--- src/rtl/load_align_unit_if.sv ---
// Load-unit bus bundle: request in, word read to data memory, aligned response out.
// slave is the load unit's view; master is the requester/memory/consumer side.
interface load_align_unit_if #(
    parameter int ADDR_W = 14
);
    logic              req_valid;
    logic              req_ready;
    logic [31:0]       req_addr;
    logic [2:0]        req_funct3;
    logic [4:0]        req_rd;
    logic              dmem_en;
    logic [ADDR_W-1:0] dmem_addr;
    logic [31:0]       dmem_dout;
    logic              resp_valid;
    logic              resp_ready;
    logic [31:0]       resp_data;
    logic [4:0]        resp_rd;
    logic              resp_err;

    modport slave (
        input  req_valid, req_addr, req_funct3, req_rd, dmem_dout, resp_ready,
        output req_ready, dmem_en, dmem_addr, resp_valid, resp_data, resp_rd, resp_err
    );

    modport master (
        output req_valid, req_addr, req_funct3, req_rd, dmem_dout, resp_ready,
        input  req_ready, dmem_en, dmem_addr, resp_valid, resp_data, resp_rd, resp_err
    );
endinterface

--- src/rtl/load_align_unit.sv ---
// RISC-V load stage: one word read per legal load, result ready MEM_LATENCY+1 cycles after accept.
// Single outstanding load; response held until resp_ready, illegal loads answer in 1 cycle with no memory access.
module load_align_unit #(
    parameter int ADDR_W      = 14,
    parameter int MEM_LATENCY = 1
) (
    input  logic               clk,
    input  logic               rst,
    load_align_unit_if.slave   bus
);
    typedef enum logic [1:0] {S_IDLE, S_WAIT, S_RESP} state_t;

    localparam logic [1:0] CNT_INIT = 2'(MEM_LATENCY - 1);

    state_t      r_state;
    state_t      w_state_nxt;
    logic [1:0]  r_cnt;
    logic [1:0]  r_off;
    logic [2:0]  r_funct3;
    logic [4:0]  r_rd;
    logic        r_resp_valid;
    logic [31:0] r_resp_data;
    logic [4:0]  r_resp_rd;
    logic        r_resp_err;

    logic        w_accept;
    logic        w_legal;
    logic [7:0]  w_byte;
    logic [15:0] w_half;
    logic [31:0] w_ext;
    logic        w_unused_addr;

    assign w_accept = bus.req_valid && (r_state == S_IDLE);

    always_comb begin
        w_legal = 1'b0;
        case (bus.req_funct3)
            3'b000, 3'b100: w_legal = 1'b1;
            3'b001, 3'b101: w_legal = ~bus.req_addr[0];
            3'b010:         w_legal = (bus.req_addr[1:0] == 2'b00);
            default:        w_legal = 1'b0;
        endcase
    end

    // Address bits above the memory window alias silently.
    assign w_unused_addr = ^bus.req_addr[31:ADDR_W+2];

    assign bus.req_ready = (r_state == S_IDLE);
    assign bus.dmem_en   = w_accept && w_legal;
    assign bus.dmem_addr = bus.dmem_en ? bus.req_addr[ADDR_W+1:2] : '0;

    assign w_byte = bus.dmem_dout[{r_off, 3'b000} +: 8];
    assign w_half = r_off[1] ? bus.dmem_dout[31:16] : bus.dmem_dout[15:0];

    always_comb begin
        w_ext = bus.dmem_dout;
        case (r_funct3)
            3'b000:  w_ext = {{24{w_byte[7]}}, w_byte};
            3'b100:  w_ext = {24'h0, w_byte};
            3'b001:  w_ext = {{16{w_half[15]}}, w_half};
            3'b101:  w_ext = {16'h0, w_half};
            default: w_ext = bus.dmem_dout;
        endcase
    end

    always_comb begin
        w_state_nxt = r_state;
        case (r_state)
            S_IDLE:  if (w_accept) w_state_nxt = w_legal ? S_WAIT : S_RESP;
            S_WAIT:  if (r_cnt == 2'd0) w_state_nxt = S_RESP;
            S_RESP:  if (bus.resp_ready) w_state_nxt = S_IDLE;
            default: w_state_nxt = S_IDLE;
        endcase
    end

    always_ff @(posedge clk) begin
        if (rst) begin
            r_state      <= S_IDLE;
            r_cnt        <= 2'd0;
            r_off        <= 2'd0;
            r_funct3     <= 3'd0;
            r_rd         <= 5'd0;
            r_resp_valid <= 1'b0;
            r_resp_data  <= 32'd0;
            r_resp_rd    <= 5'd0;
            r_resp_err   <= 1'b0;
        end else begin
            r_state <= w_state_nxt;
            case (r_state)
                S_IDLE: begin
                    if (w_accept) begin
                        r_rd <= bus.req_rd;
                        if (w_legal) begin
                            r_off    <= bus.req_addr[1:0];
                            r_funct3 <= bus.req_funct3;
                            r_cnt    <= CNT_INIT;
                        end else begin
                            r_resp_valid <= 1'b1;
                            r_resp_err   <= 1'b1;
                            r_resp_data  <= 32'd0;
                            r_resp_rd    <= bus.req_rd;
                        end
                    end
                end
                S_WAIT: begin
                    if (r_cnt == 2'd0) begin
                        r_resp_valid <= 1'b1;
                        r_resp_err   <= 1'b0;
                        r_resp_data  <= w_ext;
                        r_resp_rd    <= r_rd;
                    end else begin
                        r_cnt <= r_cnt - 2'd1;
                    end
                end
                S_RESP: begin
                    if (bus.resp_ready) r_resp_valid <= 1'b0;
                end
                default: ;
            endcase
        end
    end

    assign bus.resp_valid = r_resp_valid;
    assign bus.resp_data  = r_resp_data;
    assign bus.resp_rd    = r_resp_rd;
    assign bus.resp_err   = r_resp_err;
endmodule
--- src/flat_wrapper.sv ---
// flat-port wrapper written by rule: the top's interface ports become plain ports
module load_align_unit_flat 
#(
    parameter int ADDR_W      = 14,
    parameter int MEM_LATENCY = 1
)
  (clk, rst, bus_req_valid, bus_req_addr, bus_req_funct3, bus_req_rd, bus_dmem_dout, bus_resp_ready, bus_req_ready, bus_dmem_en, bus_dmem_addr, bus_resp_valid, bus_resp_data, bus_resp_rd, bus_resp_err);
  load_align_unit_if #(.ADDR_W(ADDR_W)) bus_i ();
  input  logic clk;
  input  logic rst;
  input wire logic [$bits(bus_i.req_valid)-1:0] bus_req_valid;
  input wire logic [$bits(bus_i.req_addr)-1:0] bus_req_addr;
  input wire logic [$bits(bus_i.req_funct3)-1:0] bus_req_funct3;
  input wire logic [$bits(bus_i.req_rd)-1:0] bus_req_rd;
  input wire logic [$bits(bus_i.dmem_dout)-1:0] bus_dmem_dout;
  input wire logic [$bits(bus_i.resp_ready)-1:0] bus_resp_ready;
  output wire logic [$bits(bus_i.req_ready)-1:0] bus_req_ready;
  output wire logic [$bits(bus_i.dmem_en)-1:0] bus_dmem_en;
  output wire logic [$bits(bus_i.dmem_addr)-1:0] bus_dmem_addr;
  output wire logic [$bits(bus_i.resp_valid)-1:0] bus_resp_valid;
  output wire logic [$bits(bus_i.resp_data)-1:0] bus_resp_data;
  output wire logic [$bits(bus_i.resp_rd)-1:0] bus_resp_rd;
  output wire logic [$bits(bus_i.resp_err)-1:0] bus_resp_err;
  assign bus_i.req_valid = bus_req_valid;
  assign bus_i.req_addr = bus_req_addr;
  assign bus_i.req_funct3 = bus_req_funct3;
  assign bus_i.req_rd = bus_req_rd;
  assign bus_i.dmem_dout = bus_dmem_dout;
  assign bus_i.resp_ready = bus_resp_ready;
  assign bus_req_ready = bus_i.req_ready;
  assign bus_dmem_en = bus_i.dmem_en;
  assign bus_dmem_addr = bus_i.dmem_addr;
  assign bus_resp_valid = bus_i.resp_valid;
  assign bus_resp_data = bus_i.resp_data;
  assign bus_resp_rd = bus_i.resp_rd;
  assign bus_resp_err = bus_i.resp_err;
  load_align_unit #(.ADDR_W(ADDR_W), .MEM_LATENCY(MEM_LATENCY)) u_core (.clk(clk), .rst(rst), .bus(bus_i));
endmodule
--- config.mk ---
export PLATFORM = sky130hd
export DESIGN_NAME = load_align_unit_flat
export DESIGN_NICKNAME = d
export VERILOG_FILES = /design/src/rtl/load_align_unit_if.sv /design/src/rtl/load_align_unit.sv /design/src/flat_wrapper.sv
export SDC_FILE = /design/constraint.sdc
export NUM_CORES = 1
export LEC_CHECK = 0
export ABC_AREA = 1
export BUFFER_PORTS_ARGS = -buffer_cell sky130_fd_sc_hd__buf_4
export CELL_PAD_IN_SITES_DETAIL_PLACEMENT = 0
export CELL_PAD_IN_SITES_GLOBAL_PLACEMENT = 2
export CORE_ASPECT_RATIO = 0.8
export CORE_MARGIN = 2
export CORE_UTILIZATION = 22
export CTS_CLUSTER_DIAMETER = 30
export DETAILED_ROUTE_END_ITERATION = 7
export GPL_ROUTABILITY_DRIVEN = 0
export PLACE_DENSITY = 0.74
export SYNTH_ARGS = -nofsm -noshare
export SYNTH_HDL_FRONTEND = slang
export SYNTH_SLANG_ARGS = --single-unit
--- constraint.sdc ---
create_clock -name clk -period 1.75 [get_ports clk]
set_clock_uncertainty 0.2 [all_clocks]
set_input_delay 0.2625 -clock clk [delete_from_list [all_inputs] [get_ports clk]]
set_output_delay 0.2625 -clock clk [all_outputs]
set_load 0.005 [all_outputs]
==> Flow_metrics.wiki, run 1 <==
{| class="wikitable"
! Metric !! Value
|-
| Area grow syn2layout || 48.1%
|-
| Core Footprint || 14300 sq um
|-
| Number of enable flip-flop cells after synthesis || 0
|-
| Floorplan die area || around 16000 sq um
|-
| Setup total negative slack || -2.83 ns
|-
| Average wire per cell in the routed design || roughly 14 um
|-
| Die Y || roughly 110 um
|-
| Deepest clock path buffer count || 2
|-
| Violations in the final reports || negative setup slack
|-
| Startpoint of the most critical register-to-register path || u_core.r_state[1]$_SDFFE_PP0P_
|-
| Type of element launching the critical path || register
|-
| Tightest slew margin relative to the limit || ~70%
|-
| Stages on worst setup path || 8
|-
| Type of element capturing the critical path || output port
|-
| Final number of setup-violating endpoints || 43
|-
| Number of clock buffers inserted by TritonCTS || 5
|-
| Global Route Usage Sum || between 10% and 20%
|-
| Non-filler cells, final || 821
|-
| Run status || finished, violations left
|-
| Hold Violations, Final || 0
|-
| Number of vias after detailed routing || 3679
|-
| Fraction of registers with async set/reset || 0%
|-
| Switching component of the power || 1490 uW
|-
| Slowest cell delay on critical path || 0.33 ns
|-
| Max Fanout on Critical Path || 10
|-
| Fraction of post-synthesis cell area in the top cell type by area || ~33%
|-
| Count of synthesis-stage warnings from yosys || 0
|-
| 1st-iter DRT viols || 117
|-
| Cell at the slowest stage of the critical path || sky130_fd_sc_hd__dfxtp_2
|-
| Max Clock Freq || 533 MHz
|-
| Layout cell share with drive strength beyond 1 || 38.3%
|-
| Number of placed instances, taps included || about 800
|-
| Clk slew on worst S/H paths || 0.08 ns
|-
| Post-detailed-routing wire length || 11.9 mm
|-
| Unrepaired setup endpoints after global routing || true
|-
| Min Clock Period, post-route || 1.88 ns
|-
| TritonCTS clock tree || yes
|-
| Placed wire-length estimate || 8.81 mm
|-
| Sw Ratio || 36.7%
|-
| Largest cells by area after synthesis || sky130_fd_sc_hd__dfxtp_1 33%, sky130_fd_sc_hd__nand2_1 14%, sky130_fd_sc_hd__nor2_1 10%
|-
| Routed via count divided by cell count || 4.48
|-
| Global-route wire length before repair || 18.4 mm
|-
| Number of antenna violations at the first check in global routing || 0
|-
| Post-DRT Antenna Nets || 0
|-
| Most common cell after layout, fill and taps aside || sky130_fd_sc_hd__buf_4
|-
| Path type of the worst min-delay path || input pin to register
|-
| Initial DRT Pass Iterations || 4
|-
| Dominant cell type by area after synthesis || sky130_fd_sc_hd__dfxtp_1
|-
| Number of stages on the worst hold path || 3
|-
| Power share of the sequential group || 34.3%
|-
| Family with the most delay on the worst path || buffers and inverters
|-
| Crit path required time || about 1.3 ns
|-
| Total I/O pin count || 131
|-
| Part of the power in the clock network || around a quarter
|-
| Clock latency on the worst-skew pair || 0.31 ns
|-
| Flip-flop and latch count after synthesis || 53
|-
| Power per cell area || 843 nW/um^2
|-
| Relative contribution of combinational cells to total power || between 30 and 40%
|-
| Actual transition at the worst max-transition pin || roughly 0.45 ns
|-
| Pin count of the biggest net entering global routing || 32
|-
| CTS root buf || sky130_fd_sc_hd__clkbuf_16
|-
| Worst supply voltage drop on vdd || roughly 0.42 mV
|-
| Flop2flop setup slack || -0.08 ns
|-
| Min-delay src || bus_req_rd[1]
|-
| Clock net sink count || 53
|-
| Global route total overflow || 0
|-
| Number of buffer cells added on primary ports || approximately 110
|-
| Fin nets || 716
|-
| Mean Syn Cell Area || 6.44 sq um
|-
| Number of global-route vias before repair || 3604
|-
| Post-Syn Area || approximately 3200 sq um
|-
| Hold endpoint || u_core.r_rd[1]$_SDFFE_PP0P_
|-
| DRC || 0
|-
| Final Worst Setup Slack || -0.125 ns
|-
| Critical path, cell by cell || inv_2 > ha_4 > nand2_4 > clkinv_4 > nand2_8 > buf_12 > nor2_2 > buf_4
|-
| Launch point of the critical path || u_core.r_state[1]$_SDFFE_PP0P_
|-
| Worst R2R Path Depth || 13
|-
| Reg2Reg Capture Point || u_core.bus.resp_data[7]$_SDFFE_PP0P_
|-
| Max-cap viol count || 0
|-
| Kind of critical path || register to output port
|-
| Max H-tree Level || 2
|-
| Cell-internal power || between 2000 and 3000 uW
|-
| CP arrival || 1.41 ns
|-
| Critical path buffer and inverter count || 4
|-
| DIE WIDTH || between 100 and 150 um
|-
| Number of instances in the synthesized netlist || 504
|-
| Share of the yosys chip area belonging to registers || 32.7%
|-
| Number of library cell types mapped by synthesis || 35
|-
| Number of rows in the core area || 39
|-
| Synthesized Nets || 584
|-
| Starting density of the core || 22.6%
|-
| Max-slew violations || 0
|-
| Leakage power || ~0.0021 uW
|-
| Commonest cells after routing, fill and taps aside || 144 x sky130_fd_sc_hd__buf_4, 116 x sky130_fd_sc_hd__nand2_1, 59 x sky130_fd_sc_hd__nor2_1
|-
| Post-route clock period utilization || 107%
|-
| Most used DFF post-synth || sky130_fd_sc_hd__dfxtp_1
|-
| Number of antenna diodes || 0
|}
==> synthesized netlist by cell type, types with 3 or more instances <==
| cell | number |
|---|---|
| sky130_fd_sc_hd__nand2_1 | 119 |
| sky130_fd_sc_hd__nor2_1 | 87 |
| sky130_fd_sc_hd__o21ai_0 | 64 |
| sky130_fd_sc_hd__dfxtp_1 | 53 |
| sky130_fd_sc_hd__inv_1 | 50 |
| sky130_fd_sc_hd__a21oi_1 | 29 |
| sky130_fd_sc_hd__a21oi_2 | 15 |
| sky130_fd_sc_hd__nand3_1 | 15 |
| sky130_fd_sc_hd__clkbuf_1 | 9 |
| sky130_fd_sc_hd__o211ai_1 | 7 |
| sky130_fd_sc_hd__buf_6 | 5 |
| sky130_fd_sc_hd__buf_2 | 4 |
| sky130_fd_sc_hd__buf_4 | 4 |
| sky130_fd_sc_hd__ha_1 | 4 |
| sky130_fd_sc_hd__nand2_2 | 4 |
| sky130_fd_sc_hd__clkbuf_8 | 3 |
| sky130_fd_sc_hd__inv_2 | 3 |
| sky130_fd_sc_hd__nand2_4 | 3 |
| sky130_fd_sc_hd__nand4_1 | 3 |
==> metrics by stage <==
stage | utilization, % | area (sq um) | total power, uW | hold slack, ns | setup WS, ns
after global placement | 30.6 | 4390 | 2790 | 0.248 | -0.0383
final | 33.5 | 4810 | 4050 | 0.00799 | -0.125
after global routing | 33.5 | 4810 | 4300 | 0.0337 | -0.184
after detailed placement | 30.6 | 4390 | 2810 | 0.259 | -0.0278
after CTS | 32.3 | 4630 | 3950 | 0.00363 | -0.129
after floorplan | - | 3250 | 2230 | 0.205 | 0.0245
==> how the worst max path moves through the flow <==
stage / to / slack (ns)
after floorplan: u_core.bus.resp_data[0]$_SDFFE_PP0P_ / 0.02
after global placement: u_core.bus.resp_rd[4]$_SDFFE_PP0P_ / -0.04
after detailed placement: u_core.bus.resp_rd[4]$_SDFFE_PP0P_ / -0.03
after CTS: bus_dmem_addr[5] / -0.13
after global routing: bus_dmem_addr[3] / -0.18
final: bus_dmem_addr[7] / -0.13
==> power by group through the flow <==
stage          logic [uW]  registers, uW  clock network, uW
6_report             1580           1390               1080
5_1_grt              1760           1400               1140
4_1_cts              1460           1390               1100
3_5_place_dp         1400           1410                  0
3_3_place_gp         1380           1410                  0
2_1_floorplan         827           1400                  0
==> flip-flops by register name, indices dropped and copies added (netlist names) <==
| signal | cells |
|---|---|
| u_core.r_funct3 | 3 |
| u_core.bus.resp_rd | 5 |
| u_core.r_cnt | 2 |
| u_core.bus.resp_valid | 1 |
| u_core.r_off | 2 |
| u_core.r_state | 2 |
| u_core.bus.resp_err | 1 |
| u_core.bus.resp_data | 32 |
| u_core.r_rd | 5 |
==> cells by family after synthesis <==
kind of cell | share of synthesized area (%)
flops | 32.7
compound gates | 21.6
fa+ha+maj | 1.54
buf+inv | 13.5
simple gates | 30.7
==> final cells by class <==
cell class,count,area (sq um)
Clock buffer,5,125
Clock inverter,3,25.0
Fill cell,1642,9540
Inverter,56,220
Multi-Input combinational cell,366,1900
Sequential cell,53,1070
Tap cell,184,230
Timing Repair Buffer,154,1240
==> worst register-to-register path, delay by kind of cell, from the launching register on <==
family,cells,cell delay (ns)
AO/OA/AOI/OAI,1,0.11
adder cells (fa/ha/maj),1,0.16
buffers and inverters,5,0.51
flip-flops,1,0.34
AND/OR/NAND/NOR,6,0.45
==> routing by layer <==
layer | part of all wire (%) | vias to the layer above | track usage (%)
met4 | 0.89 | 0 | 3.60
li1 | - | 1859 | -
met3 | 5.6 | 8 | 3.71
met2 | 45 | 69 | 23.3
met1 | 48 | 1743 | 19.4
met5 | 0 | - | 0
==> what timing repair did <==
action	4_1_cts	5_1_grt
buffers inserted	2	4
pin swaps	1	4
resized for setup	21	50
setup endpoints to repair	53	59
hold buffers	1	0
gates cloned	0	2
endpoints found under the hold margin	1	0
Power figures use the tool's default switching activity.
==> inputs of run 2 (changes only) <==
--- a/config.mk
+++ b/config.mk
@@ -16,6 +16,8 @@
 export DETAILED_ROUTE_END_ITERATION = 7
 export GPL_ROUTABILITY_DRIVEN = 0
 export PLACE_DENSITY = 0.74
+export REMOVE_ABC_BUFFERS = 1
+export SETUP_SLACK_MARGIN = 0.3
 export SYNTH_ARGS = -nofsm -noshare
 export SYNTH_HDL_FRONTEND = slang
 export SYNTH_SLANG_ARGS = --single-unit
==> Flow_metrics.wiki, run 2 (same netlist as run 1, synthesis figures left out) <==
{| class="wikitable"
! Metric !! Value
|-
| Placed wire-length estimate || 8.23 mm (was 8.81 mm)
|-
| Hold Violations, Final || 0 (unchanged)
|-
| Setup total negative slack || -2.53 ns (was -2.83 ns)
|-
| Number of antenna diodes || 0 (unchanged)
|-
| Filler instances || 1520 (was 1642)
|-
| Global route total overflow || 0 (unchanged)
|-
| Floorplan die area || 15700 sq um (unchanged)
|-
| Unrepaired setup endpoints after global routing || true (unchanged)
|-
| Die Y || 113 um (unchanged)
|-
| Core Footprint || 14300 sq um (unchanged)
|-
| Power per cell area || 819 nW/um^2 (was 843 nW/um^2)
|-
| Max Clock Freq || 543 MHz (was 533 MHz)
|-
| Post-route clock period utilization || 105% (was 107%)
|-
| Clock net sink count || 53 (unchanged)
|-
| Actual transition at the worst max-transition pin || 0.375 ns (was 0.451 ns)
|-
| 1st-iter DRT viols || 204 (was 117)
|-
| Number of antenna violations at the first check in global routing || 0 (unchanged)
|-
| Routed via count divided by cell count || 4.45 (was 4.48)
|-
| Total I/O pin count || 131 (unchanged)
|-
| Commonest cells after routing, fill and taps aside || 139 x sky130_fd_sc_hd__buf_4, 102 x sky130_fd_sc_hd__nand2_1, 51 x sky130_fd_sc_hd__dfxtp_1 (was 144 x sky130_fd_sc_hd__buf_4, 116 x sky130_fd_sc_hd__nand2_1, 59 x sky130_fd_sc_hd__nor2_1)
|-
| Global-route wire length before repair || 17.9 mm (was 18.4 mm)
|-
| Number of global-route vias before repair || 3564 (was 3604)
|-
| Number of clock buffers inserted by TritonCTS || 5 (unchanged)
|-
| DRC || 0 (unchanged)
|-
| Clk slew on worst S/H paths || 0.07 ns (was 0.08 ns)
|-
| Average wire per cell in the routed design || 14.2 um (was 14.5 um)
|-
| Max-slew violations || 0 (unchanged)
|-
| Leakage power || 0.00235 uW (was 0.00215 uW)
|-
| Initial DRT Pass Iterations || 4 (unchanged)
|-
| Starting density of the core || 22.6% (unchanged)
|-
| Family with the most delay on the worst path || buffers and inverters (unchanged)
|-
| Placement Setup Slack || -0.0638 ns (was -0.0278 ns)
|-
| Clock latency on the worst-skew pair || 0.30 ns (was 0.31 ns)
|-
| Number of buffer cells added on primary ports || 114 (unchanged)
|-
| Layout cell share with drive strength beyond 1 || 48.8% (was 38.3%)
|-
| Crit path required time || 1.29 ns (about the same)
|-
| Type of element launching the critical path || register (unchanged)
|-
| Violations in the final reports || negative setup slack (unchanged)
|-
| Global Route Usage Sum || 14.2% (was 14.5%)
|-
| Run status || finished, violations left (unchanged)
|-
| Number of rows in the core area || 39 (unchanged)
|-
| Post-DRT Antenna Nets || 0 (unchanged)
|-
| Kind of critical path || register to output port (unchanged)
|-
| Number of flip-flops in the largest register || 32 (unchanged)
|-
| Final Worst Setup Slack || -0.0930 ns (was -0.125 ns)
|-
| Number of vias after detailed routing || 3726 (was 3679)
|-
| Slowest cell delay on critical path || 0.34 ns (was 0.33 ns)
|-
| Post-detailed-routing wire length || 11.9 mm (about the same)
|-
| Path type of the worst min-delay path || input pin to register (unchanged)
|-
| Final number of setup-violating endpoints || 48 (was 43)
|-
| DIE WIDTH || 140 um (unchanged)
|-
| Fin nets || 733 (was 716)
|-
| Min Clock Period, post-route || 1.84 ns (was 1.88 ns)
|-
| Deepest clock path buffer count || 2 (unchanged)
|-
| TritonCTS clock tree || yes (unchanged)
|-
| Most common cell after layout, fill and taps aside || sky130_fd_sc_hd__buf_4 (unchanged)
|-
| Critical path, cell by cell || inv_2 > ha_4 > nand2_4 > clkinv_4 > nand2_8 > buf_12 > nor2_2 > buf_4 (unchanged)
|-
| Pin count of the biggest net entering global routing || 27 (was 32)
|-
| Worst supply voltage drop on vdd || 0.349 mV (was 0.422 mV)
|-
| Max-cap viol count || 0 (unchanged)
|-
| CP arrival || 1.38 ns (was 1.41 ns)
|-
| Type of element capturing the critical path || output port (unchanged)
|-
| Post-layout utilization of the core || 38.1% (was 33.5%)
|-
| Max Fanout on Critical Path || 7 (was 10)
|-
| Cell at the slowest stage of the critical path || sky130_fd_sc_hd__dfxtp_2 (unchanged)
|-
| CTS root buf || sky130_fd_sc_hd__clkbuf_16 (unchanged)
|-
| Tightest slew margin relative to the limit || 75.0% (was 70.0%)
|-
| Area grow syn2layout || 68.5% (was 48.1%)
|-
| Critical path buffer and inverter count || 4 (unchanged)
|-
| Max H-tree Level || 2 (unchanged)
|}
-- run 2: changes by cell type in the layout (fill, tap and decap cells not counted), moves of 8 or more --
cell                      change
sky130_fd_sc_hd__o21ai_2     +13
sky130_fd_sc_hd__a21oi_1      -8
sky130_fd_sc_hd__nand2_2     +12
sky130_fd_sc_hd__nor2_1      -16
sky130_fd_sc_hd__o21ai_0     -11
sky130_fd_sc_hd__nand2_1     -14
sky130_fd_sc_hd__nor2_4      +19
sky130_fd_sc_hd__buf_6       +12
-- run 2: worst paths after layout --
check	startpoint	to	slack, ns	depth (start not counted)
setup / recovery	u_core.r_state[0]$_SDFFE_PP0P_	bus_dmem_addr[4]	-0.09	8
setup reg to reg	u_core.r_state[0]$_SDFFE_PP0P_	u_core.bus.resp_data[30]$_SDFFE_PP0P_	-0.08	13
hold reg to reg	u_core.bus.resp_data[24]$_SDFFE_PP0P_	u_core.bus.resp_data[24]$_SDFFE_PP0P_	0.27	2
hold / removal	bus_req_rd[1]	u_core.r_rd[1]$_SDFFE_PP0P_	0.01	3
-- run 2: where the power goes --
part / total (uW) / switching [uW] / leakage [uW] / internal (uW)
combinational: 2080 / 1110 / 0.00185 / 970
clock: 995 / 467 / 0.0000706 / 528
sequential: 1400 / 86.5 / 0.000433 / 1320
total: 4480 / 1660 / 0.00235 / 2820
-- run 2: worst register-to-register path, cell delays in order (launching register included) --
cell and delay (ns):
sky130_fd_sc_hd__dfxtp_2 0.34, sky130_fd_sc_hd__inv_2 0.05, sky130_fd_sc_hd__ha_4 0.16, sky130_fd_sc_hd__buf_4 0.14, sky130_fd_sc_hd__inv_2 0.05, sky130_fd_sc_hd__nand2_2 0.04, sky130_fd_sc_hd__nand2_2 0.07, sky130_fd_sc_hd__nand2_2 0.06
sky130_fd_sc_hd__clkinv_4 0.09, sky130_fd_sc_hd__nand2_8 0.09, sky130_fd_sc_hd__buf_12 0.17, sky130_fd_sc_hd__nor2_2 0.08, sky130_fd_sc_hd__nand2_1 0.07, sky130_fd_sc_hd__a21oi_2 0.14
-- run 2: cell type report --
| cell class | count | area (sq um) | area share, % |
|---|---|---|---|
| Tap cell | 184 | 230 | 4.21 |
| Clock buffer | 6 | 129 | 2.36 |
| Multi-Input combinational cell | 367 | 2280 | 41.6 |
| Timing Repair inverter | 1 | 11.3 | 0.206 |
| Timing Repair Buffer | 169 | 1510 | 27.6 |
| Sequential cell | 53 | 1060 | 19.5 |
| Clock inverter | 2 | 10.0 | 0.183 |
| Inverter | 56 | 240 | 4.39 |
-- run 2: timing repair --
item / CTS / global route
hold buffers: 1 / 0
gates cloned: 2 / 6
resized for setup: 74 / 126
setup buffers: 8 / 7
pin swaps: 15 / 32
hold endpoints to repair: 1 / 0
endpoints found under the setup margin: 69 / 65
-- run 2: stage by stage --
step                hold slack [ns]  total power (uW)  instance area [sq um]  instances
floorplan                     0.125              2080                   3020        475
global placement              0.249              2810                   4430        806
CTS                         0.00752              4050                   4880        825
finish                       0.0140              4480                   5470        838
global route                 0.0240              4760                   5470        838
detailed placement            0.258              2830                   4430        806
-- run 2: metal layers --
layer | vias to the layer above | global-route usage (%) | wire (um)
li1 | 1896 | - | -
met4 | 0 | 4.00 | 124
met1 | 1726 | 18.1 | 5540
met5 | - | 0 | 0
met3 | 10 | 4.44 | 780
met2 | 94 | 23.3 | 5470
==> inputs of run 3 (changes only) <==
--- a/config.mk
+++ b/config.mk
@@ -10,14 +10,12 @@
 export CELL_PAD_IN_SITES_DETAIL_PLACEMENT = 0
 export CELL_PAD_IN_SITES_GLOBAL_PLACEMENT = 2
 export CORE_ASPECT_RATIO = 0.8
-export CORE_MARGIN = 2
 export CORE_UTILIZATION = 22
 export CTS_CLUSTER_DIAMETER = 30
 export DETAILED_ROUTE_END_ITERATION = 7
 export GPL_ROUTABILITY_DRIVEN = 0
 export PLACE_DENSITY = 0.74
 export REMOVE_ABC_BUFFERS = 1
-export SETUP_SLACK_MARGIN = 0.3
 export SYNTH_ARGS = -nofsm -noshare
 export SYNTH_HDL_FRONTEND = slang
 export SYNTH_SLANG_ARGS = --single-unit
==> Flow_metrics.wiki, run 3 (same netlist as run 1, synthesis figures left out) <==
{| class="wikitable"
! Metric !! Value
|-
| Run status || finished, violations left (unchanged)
|-
| Violations in the final reports || negative setup slack (unchanged)
|-
| Area grow syn2layout || 61.1% (was 68.5%)
|-
| DIE WIDTH || 138 um (was 140 um)
|-
| Starting density of the core || 22.6% (unchanged)
|-
| Max Fanout on Critical Path || 7 (unchanged)
|-
| Most common cell after layout, fill and taps aside || sky130_fd_sc_hd__buf_4 (unchanged)
|-
| Sw Ratio || 35.9% (was 37.1%)
|-
| CTS root buf || sky130_fd_sc_hd__clkbuf_16 (unchanged)
|-
| Post-layout utilization of the core || 36.4% (was 38.1%)
|-
| Number of clock buffers inserted by TritonCTS || 5 (unchanged)
|-
| Leakage power || 0.00226 uW (was 0.00235 uW)
|-
| Number of buffer cells added on primary ports || 114 (unchanged)
|-
| Fin nets || 727 (was 733)
|-
| Switching component of the power || 1550 uW (was 1660 uW)
|-
| Number of flip-flops in the largest register || 32 (unchanged)
|-
| Launch point of the critical path || u_core.r_state[0]$_SDFFE_PP0P_ (unchanged)
|-
| TritonCTS clock tree || yes (unchanged)
|-
| Global Route Usage Sum || 14.9% (was 14.2%)
|-
| Post-detailed-routing wire length || 11.3 mm (was 11.9 mm)
|-
| Power share of the sequential group || 32.2% (was 31.3%)
|-
| Clock latency on the worst-skew pair || 0.30 ns (about the same)
|-
| Power per cell area || 825 nW/um^2 (was 819 nW/um^2)
|-
| Number of antenna violations at the first check in global routing || 0 (unchanged)
|-
| Max Clock Freq || 542 MHz (was 543 MHz)
|-
| Worst R2R Path Depth || 13 (unchanged)
|-
| Global-route wire length before repair || 17.6 mm (was 17.9 mm)
|-
| Setup total negative slack || -2.22 ns (was -2.53 ns)
|-
| Total I/O pin count || 131 (unchanged)
|-
| Tightest slew margin relative to the limit || 76.5% (was 75.0%)
|-
| Final Worst Setup Slack || -0.0956 ns (was -0.0930 ns)
|-
| Cell-internal power || 2760 uW (was 2820 uW)
|-
| Global route total overflow || 0 (unchanged)
|-
| Layout cell share with drive strength beyond 1 || 43.5% (was 48.8%)
|-
| Initial DRT Pass Iterations || 4 (unchanged)
|-
| Number of hold-repair buffers added at the cts stage || 0 (was 1)
|-
| 1st-iter DRT viols || 172 (was 204)
|-
| Number of vias after detailed routing || 3719 (was 3726)
|-
| Flop2flop setup slack || -0.06 ns (was -0.08 ns)
|-
| Number of global-route vias before repair || 3584 (was 3564)
|-
| Relative contribution of combinational cells to total power || 44.8% (was 46.4%)
|-
| Clock net sink count || 53 (unchanged)
|-
| Hold Violations, Final || 0 (unchanged)
|-
| DRC || 0 (unchanged)
|-
| Critical path endpoint || bus_dmem_addr[12] (was bus_dmem_addr[4])
|-
| Min Clock Period, post-route || 1.85 ns (was 1.84 ns)
|-
| Placed wire-length estimate || 8.17 mm (was 8.23 mm)
|-
| Startpoint of the most critical register-to-register path || u_core.r_state[0]$_SDFFE_PP0P_ (unchanged)
|-
| Number of rows in the core area || 39 (unchanged)
|-
| Number of antenna diodes || 0 (unchanged)
|-
| Commonest cells after routing, fill and taps aside || 140 x sky130_fd_sc_hd__buf_4, 109 x sky130_fd_sc_hd__nand2_1, 52 x sky130_fd_sc_hd__o21ai_0 (was 139 x sky130_fd_sc_hd__buf_4, 102 x sky130_fd_sc_hd__nand2_1, 51 x sky130_fd_sc_hd__dfxtp_1)
|-
| CP arrival || 1.38 ns (about the same)
|-
| Post-DRT Antenna Nets || 0 (unchanged)
|-
| Die Y || 111 um (was 113 um)
|-
| Kind of critical path || register to output port (unchanged)
|-
| Final number of setup-violating endpoints || 48 (unchanged)
|-
| Average wire per cell in the routed design || 13.6 um (was 14.2 um)
|-
| Type of element capturing the critical path || output port (unchanged)
|-
| Routed via count divided by cell count || 4.47 (was 4.45)
|-
| Crit path required time || 1.29 ns (about the same)
|-
| Reg2Reg Capture Point || u_core.bus.resp_data[10]$_SDFFE_PP0P_ (was u_core.bus.resp_data[30]$_SDFFE_PP0P_)
|-
| Worst supply voltage drop on vdd || 0.391 mV (was 0.349 mV)
|-
| Path type of the worst min-delay path || input pin to register (unchanged)
|-
| Max H-tree Level || 2 (unchanged)
|-
| Max-slew violations || 0 (unchanged)
|-
| Clk slew on worst S/H paths || 0.07 ns (about the same)
|-
| Actual transition at the worst max-transition pin || 0.348 ns (was 0.375 ns)
|-
| Core Footprint || 14300 sq um (unchanged)
|-
| Floorplan die area || 15200 sq um (was 15700 sq um)
|-
| Unrepaired setup endpoints after global routing || true (unchanged)
|-
| Post-route clock period utilization || 105% (about the same)
|-
| Pin count of the biggest net entering global routing || 25 (was 27)
|-
| Type of element launching the critical path || register (unchanged)
|-
| Part of the power in the clock network || 23.0% (was 22.2%)
|-
| Max-cap viol count || 0 (unchanged)
|-
| Deepest clock path buffer count || 2 (unchanged)
|}
run 3: cell types whose count changed in the layout (fill, tap and decap cells not counted), sizes merged:
cell / previous run / this run
clkinvlp: 0 / 1
clkbuf: 10 / 12
dlygate4sd3: 1 / 0
clkinv: 5 / 3
buf: 164 / 160
inv: 54 / 52
run 3: worst min path at each step:
stage                                  from                                    end  slack (ns)  cells past startpoint
2_1_floorplan                           rst  u_core.bus.resp_data[16]$_SDFFE_PP0P_        0.12                      1
3_3_place_gp   u_core.r_cnt[0]$_SDFFE_PP0P_           u_core.r_cnt[0]$_SDFFE_PP0P_        0.25                      2
3_5_place_dp   u_core.r_cnt[1]$_SDFFE_PP0P_           u_core.r_cnt[1]$_SDFFE_PP0P_        0.26                      2
4_1_cts                       bus_req_rd[1]            u_core.r_rd[1]$_SDFFE_PP0P_       0.004                      3
5_1_grt                       bus_req_rd[1]            u_core.r_rd[1]$_SDFFE_PP0P_        0.03                      3
6_report                      bus_req_rd[1]            u_core.r_rd[1]$_SDFFE_PP0P_        0.01                      3
run 3: per-layer routing:
| metal | up-vias | part of all wire, % | global-route usage [%] |
|---|---|---|---|
| met3 | 10 | 6.3 | 3.63 |
| met1 | 1724 | 48 | 19.8 |
| met2 | 99 | 45 | 23.9 |
| met4 | 0 | 1.1 | 3.84 |
| li1 | 1886 | - | - |
| met5 | - | 0 | 0 |
run 3: layout make-up:
class,instances,area (sq um)
clock buffers,8,136
fillers,1574,9120
inverters,56,236
multi-input cells,367,2110
flip-flops and latches,53,1060
well taps,184,230
repair buffers,164,1450
run 3: per-stage QoR:
stage                     cells  worst slack, ns  hold slack [ns]  area, sq um  power, uW
after floorplan             475           -0.605            0.125         3020       2080
after global placement      808          -0.0370            0.248         4440       2830
after detailed placement    808          -0.0623            0.257         4440       2850
after CTS                   821          -0.0940          0.00425         4780       3990
after global routing        832           -0.155           0.0280         5230       4600
final                       832          -0.0956           0.0101         5230       4310
run 3: critical path: stages, from the launching register on:
cell and delay [ns]:
sky130_fd_sc_hd__dfxtp_2 0.34, sky130_fd_sc_hd__inv_2 0.05, sky130_fd_sc_hd__ha_4 0.16, sky130_fd_sc_hd__nand2_4 0.08, sky130_fd_sc_hd__clkinv_4 0.07, sky130_fd_sc_hd__nand2_8 0.08, sky130_fd_sc_hd__buf_12 0.14, sky130_fd_sc_hd__nor2_2 0.04
sky130_fd_sc_hd__buf_4 0.12
run 3: power groups by stage:
stage                     Clock, uW  Sequential (uW)  Combinational (uW)
after global placement            0             1410                1420
after global routing           1080             1400                2120
after floorplan                   0             1420                 658
after CTS                      1030             1390                1570
final                           990             1390                1930
after detailed placement          0             1410                1440
run 3: timing repair:
action	CTS	global route
setup endpoints to repair	54	59
gates cloned	1	6
resized for setup	43	98
setup buffers	4	5
hold endpoints to repair	0	0
pin swaps	3	26
